==> src/rtl/phys_free_list_pkg.sv <==
// Shared sizes and types for the physical-register free list and its
// branch checkpoint storage.
package phys_free_list_pkg;

  localparam int NUM_PREGS = 128;
  localparam int NUM_AREGS = 32;
  localparam int ROB_DEPTH = 16;
  localparam int FREE_MAX  = NUM_PREGS - NUM_AREGS;

  typedef logic [6:0] preg_t;
  typedef logic [3:0] rob_tag_t;
  typedef logic [6:0] free_ptr_t;

  // Pointers are exactly log2(NUM_PREGS) bits, so wrap is the natural overflow.
  function automatic free_ptr_t ptr_inc(input free_ptr_t p);
    return p + free_ptr_t'(1);
  endfunction

endpackage

==> src/rtl/phys_free_list_ckpt.sv <==
// Per-ROB-tag snapshot of the free-list head pointer: one write port driven at
// branch dispatch, one asynchronous read port used on mispredict recovery.
module free_list_ckpt
  import phys_free_list_pkg::*;
#(
  parameter int DEPTH = ROB_DEPTH
) (
  input  logic      clk,
  input  logic      reset,
  input  logic      we_i,
  input  rob_tag_t  waddr_i,
  input  free_ptr_t wdata_i,
  input  rob_tag_t  raddr_i,
  output free_ptr_t rdata_o
);

  free_ptr_t slot_q [DEPTH];

  always_ff @(posedge clk) begin
    if (!reset) begin
      for (int i = 0; i < DEPTH; i++) begin
        slot_q[i] <= '0;
      end
    end else if (we_i) begin
      slot_q[waddr_i] <= wdata_i;
    end
  end

  assign rdata_o = slot_q[raddr_i];

endmodule

==> src/rtl/phys_free_list.sv <==
// Physical-register free list: circular FIFO of free tags between rename and
// the ROB, with one-cycle head restore on mispredict.
// Optional sticky err output is built when FREE_LIST_ERR_EN is defined.
module phys_free_list
  import phys_free_list_pkg::*;
#(
  parameter int NUM_PREGS = phys_free_list_pkg::NUM_PREGS,
  parameter int NUM_AREGS = phys_free_list_pkg::NUM_AREGS,
  parameter int ROB_DEPTH = phys_free_list_pkg::ROB_DEPTH
) (
  input  logic       clk,
  input  logic       reset,
  input  logic       alloc_req,
  output logic [6:0] pd_new,
  output logic       empty,
  output logic [7:0] free_count,
  input  logic       valid_retired,
  input  logic [6:0] preg_old,
  input  logic       ckpt_en,
  input  logic [3:0] ckpt_tag,
  input  logic       mispredict,
`ifdef FREE_LIST_ERR_EN
  input  logic [3:0] mispredict_tag,
  output logic       err
`else
  input  logic [3:0] mispredict_tag
`endif
);

  localparam int FREE_INIT = NUM_PREGS - NUM_AREGS;

  preg_t     storage_q [NUM_PREGS];
  free_ptr_t rptr_q, rptr_d;
  free_ptr_t wptr_q, wptr_d;
  free_ptr_t ckpt_rdata;
  free_ptr_t rptr_alloc;
  logic      alloc_fire;
  logic      ckpt_we;

  assign empty      = (rptr_q == wptr_q);
  assign pd_new     = storage_q[rptr_q];
  assign free_count = {1'b0, wptr_q - rptr_q};

  // Recovery wins over any same-cycle allocation or checkpoint write.
  assign alloc_fire = alloc_req && !empty && !mispredict;
  assign rptr_alloc = alloc_fire ? ptr_inc(rptr_q) : rptr_q;
  assign ckpt_we    = ckpt_en && !mispredict;

  always_comb begin
    rptr_d = rptr_alloc;
    wptr_d = wptr_q;
    if (mispredict) begin
      rptr_d = ckpt_rdata;
    end
    if (valid_retired) begin
      wptr_d = ptr_inc(wptr_q);
    end
  end

  always_ff @(posedge clk) begin
    if (!reset) begin
      rptr_q <= '0;
      wptr_q <= free_ptr_t'(FREE_INIT);
    end else begin
      rptr_q <= rptr_d;
      wptr_q <= wptr_d;
    end
  end

  // Slots past the initial free set are only meaningful once reclaimed.
  always_ff @(posedge clk) begin
    if (!reset) begin
      for (int i = 0; i < NUM_PREGS; i++) begin
        storage_q[i] <= (i < FREE_INIT) ? preg_t'(NUM_AREGS + i) : '0;
      end
    end else if (valid_retired) begin
      storage_q[wptr_q] <= preg_old;
    end
  end

  // The snapshot holds the head after this cycle's allocation, so the
  // branch's own destination stays allocated across recovery.
  free_list_ckpt #(
    .DEPTH (ROB_DEPTH)
  ) u_ckpt (
    .clk     (clk),
    .reset   (reset),
    .we_i    (ckpt_we),
    .waddr_i (ckpt_tag),
    .wdata_i (rptr_alloc),
    .raddr_i (mispredict_tag),
    .rdata_o (ckpt_rdata)
  );

`ifdef FREE_LIST_ERR_EN
  logic err_q, err_d;

  always_comb begin
    err_d = err_q;
    if (alloc_req && empty) begin
      err_d = 1'b1;
    end
    if (valid_retired && (free_count == 8'(FREE_INIT))) begin
      err_d = 1'b1;
    end
  end

  always_ff @(posedge clk) begin
    if (!reset) begin
      err_q <= 1'b0;
    end else begin
      err_q <= err_d;
    end
  end

  assign err = err_q;
`endif

endmodule

==> config.mk <==
export PLATFORM = sky130hd
export DESIGN_NAME = phys_free_list
export DESIGN_NICKNAME = d
export VERILOG_FILES = /design/src/rtl/phys_free_list_pkg.sv /design/src/rtl/phys_free_list_ckpt.sv /design/src/rtl/phys_free_list.sv
export SDC_FILE = /design/constraint.sdc
export NUM_CORES = 2
export LEC_CHECK = 0
export BUFFER_PORTS_ARGS = -buffer_cell sky130_fd_sc_hd__buf_2
export CORE_MARGIN = 2
export CORE_UTILIZATION = 52
export CTS_CLUSTER_DIAMETER = 100
export DETAILED_ROUTE_END_ITERATION = 6
export HOLD_SLACK_MARGIN = 0.03
export PLACE_DENSITY = 0.67
export SYNTH_ARGS = -nofsm -noshare
export SYNTH_HDL_FRONTEND = slang
export SYNTH_SLANG_ARGS = --single-unit
==> constraint.sdc <==
create_clock -name clk -period 3.8 [get_ports clk]
set_input_delay 0 -clock clk [delete_from_list [all_inputs] [get_ports clk]]
set_output_delay 0 -clock clk [all_outputs]
set_load 0.01 [all_outputs]
==> results.toml <==
[worst_setup_path]
cp_max_fo = 12
slowest_delay_ps = 570
arrival_ps = 3710
crit_buf_inv = 2
cp.required_ps = 3800
crit_chain = "buf_4 -> nor2b_1 -> nand2_1 -> o221ai_1 -> nor2_1 -> o31ai_1 -> o31a_1 -> buf_2"
path_class = "reg2out"
path_depth = 8
worstReg2RegStart = "wptr_q[1]$_SDFFE_PN0P_"
crit_path_top_delay_cell = "nand2_1"
reg2reg_depth = 3
crit_family = "simple AND/OR/NAND/NOR gates"
r2r_end = "storage_q[121][2]$_SDFFCE_PN0P_"
critPathLaunchType = "register"
reg2reg_slack_ps = 720
critPathCaptureType = "primary output"

[detailed_routing]
vias_per_cell = 6.52
route.detailed.drc = 0
routed_wl_um = 133000
drt_pre_antenna_iters = 7
via_count = 31100
ant_nets = 0
drt-wirelength-per-cell_um = 27.9
drtIter0Drc = 4160

[status]
outcome = "finished, violations left"
violations = "max-capacitance violations"

[yosys]
seq_area_frac_synth = 0.650
yosys_warnings = 0
synth_area_per_cell_um2 = 13.5
synth_cell_type_count = 70
synth_edf_count = 1008
synthArstFlopShare = 0
syn-num-nets = 3502
synthesis.instances = 3472
syn_area_um2 = 47000
synthFlopType = "edfxtp_1"
ys_ff_latch = 1022

[sta]
maxSlewViolCount = 0
max-slew-margin-rel = 0.00791
tns_ps = 0
grt_setup_unrepaired = "no"
fin_crit_sh = 0.976
final-setup-viol-count = 0
tightest_slew_ps = 1470
setup_ws_ps = 89.6
max_freq_ghz = 0.270
finalHoldViolCount = 0
fin_skew_ps = 34.8
finalCriticalPeriod_ps = 3710
fin_hold_ws_ps = 95.8

[clock_network]
clock_latency_ps = 690
htree_levels = 3
clock-sinks = 1022
cts_post_setup_buffers_inserted = 0
root_buffer = "clkbuf_16"
cts_made_buffers = 105
cts_tree = "built"
clockBufferDepth = 3
clk_pin_slew_ps = 60

[pwr]
pwr-share-seq = 0.510
clkPwrFrac = 0.394
switching_share = 0.242
p_per_area_nw_per_um2 = 476
power.static_leakage_nw = 15.8
p_int_w = 0.0189
power_frac_comb = 0.096
irDropWorstVdd_mv = 0.351
p_sw_w = 0.00605

[global_route]
grt_max_degree = 82
grt_remaining_overflow = 0
grt_pass1_vias = 31000
grt_antenna_before_repair = 5
grt_pass1_wl_um = 200000
grt_usage = 0.287

[finish]
final_cell_mix = "edfxtp_1 (1008), nor3_1 (462), nand2_1 (386)"
final_core_util = 0.583
final_layout_size_suffix_gt1_frac = 0.176
area_growth_syn_to_layout_pct = 11.4
fin_nets = 3538
antenna_cells = 0
final_common_cell = "edfxtp_1"

[floorplan]
boundaryPins = 37
initial_utilization = 0.524
die_w_um = 305
die_area_um2 = 92800
coreArea_um2 = 89700
fp.dieH_um = 305
num_rows = 110

[min_path]
holdPathEnd = "rptr_q[3]$_SDFF_PN0_"
hp-start = "mispredict_tag[2]"
holdPathStages = 4
min_path_type = "in2reg"

[place]
hpwl_um = 85500
dpl_worst_slack_ps = 744
port-buffer-count = 35
gp_routability_congestion = 0.893

[flow_run]
drv_cap = 1
[flip-flops by register name, summed over array words and instances (netlist names)]
name	flops
rptr_q	7
storage_q	896
u_ckpt.slot_q	112
wptr_q	7
[cell type report]
class | count | area, µm²
fillers | 7023 | 37400
clock inverters | 51 | 372
inverters | 19 | 86.3
clock buffers | 141 | 2830
flip-flops and latches | 1022 | 30600
well taps | 1176 | 1470
repair buffers | 299 | 2410
multi-input cells | 2061 | 14600
[timing repair]
| item | in CTS | in global routing |
|---|---|---|
| endpoints found under the hold margin | 177 | 0 |
| resized for setup | 0 | 5 |
| hold buffers | 21 | 0 |
| setup endpoints to repair | 0 | 5 |
[worst max-delay path by stage]
stage,from,to,slack (ps)
after floorplan,rptr_q[2]$_SDFF_PN0_,u_ckpt.slot_q[12][3]$_SDFFCE_PN0P_,1040
after global placement,rptr_q[0]$_SDFF_PN0_,pd_new[1],820
after detailed placement,wptr_q[1]$_SDFFE_PN0P_,storage_q[124][3]$_SDFFCE_PN0P_,740
after CTS,rptr_q[0]$_SDFF_PN0_,pd_new[1],60
after global routing,rptr_q[0]$_SDFF_PN0_,pd_new[5],40
final,rptr_q[5]$_SDFF_PN0_,pd_new[2],90
[kinds of logic (layout without fill, tap and decap cells)]
group	count (synthesis)	in the layout	synth area share
other cells	1	1	0.0000798
flops	1022	1022	0.650
fa+ha+maj	9	9	0.00256
xor+xnor	17	17	0.00397
mux	368	368	0.127
buf+inv	389	510	0.0417
compound gates	321	321	0.0439
simple gates	1345	1345	0.131
[power by group through the flow]
stage | combinational (W) | sequential (W) | clock (W)
2_1_floorplan | 0.00150 | 0.0129 | 0
3_3_place_gp | 0.00230 | 0.0129 | 0
3_5_place_dp | 0.00234 | 0.0129 | 0
4_1_cts | 0.00236 | 0.0127 | 0.00988
5_1_grt | 0.00250 | 0.0127 | 0.0103
6_report | 0.00240 | 0.0127 | 0.00983
[routing by layer]
metal	share of wire	wire [µm]	global-route usage	vias up
met2	0.47	62700	0.450	1904
met4	0.039	5170	0.110	4
met3	0.10	13800	0.0534	304
met1	0.39	51500	0.403	15600
li1	-	-	-	13200
met5	0.00016	21	0	-
[tightest hold or removal path, delay by kind of cell]
kind                   cells  cell delay (ps)
muxes                      1              260
and+or+nand+nor            1               40
buffers and inverters      1              220
AOI/OAI and AO/OA          1              210
[per-stage QoR]
| stage | area [µm²] | instances | total power [W] |
|---|---|---|---|
| detailed placement | 48900 | 4556 | 0.0153 |
| global placement | 48900 | 4556 | 0.0152 |
| global route | 52300 | 4769 | 0.0255 |
| floorplan | 47000 | 3472 | 0.0144 |
| finish | 52300 | 4769 | 0.0249 |
| CTS | 52300 | 4769 | 0.0250 |
[synthesized netlist by cell type, types with 14 or more instances]
library cell  instances  share of area
o221ai_1             19         0.0035
buf_6                15         0.0036
buf_1                19         0.0015
clkbuf_1            270          0.022
buf_2                31         0.0033
edfxtp_1           1008           0.64
nand3_1              63         0.0067
or3_1                63         0.0084
nand2_1             396          0.032
o22ai_1              14         0.0019
nor2_1              263          0.021
a221oi_1             20         0.0037
a211oi_1             18         0.0029
nor3_1              462          0.049
a21oi_1              46         0.0049
mux4_2              168          0.080
dfxtp_1              14         0.0060
mux2i_1             189          0.040
a22oi_1              23         0.0037
buf_8                14         0.0045
and2_1               41         0.0055
o21ai_0             136          0.014
Note: power is estimated with default switching activity, not from simulation.
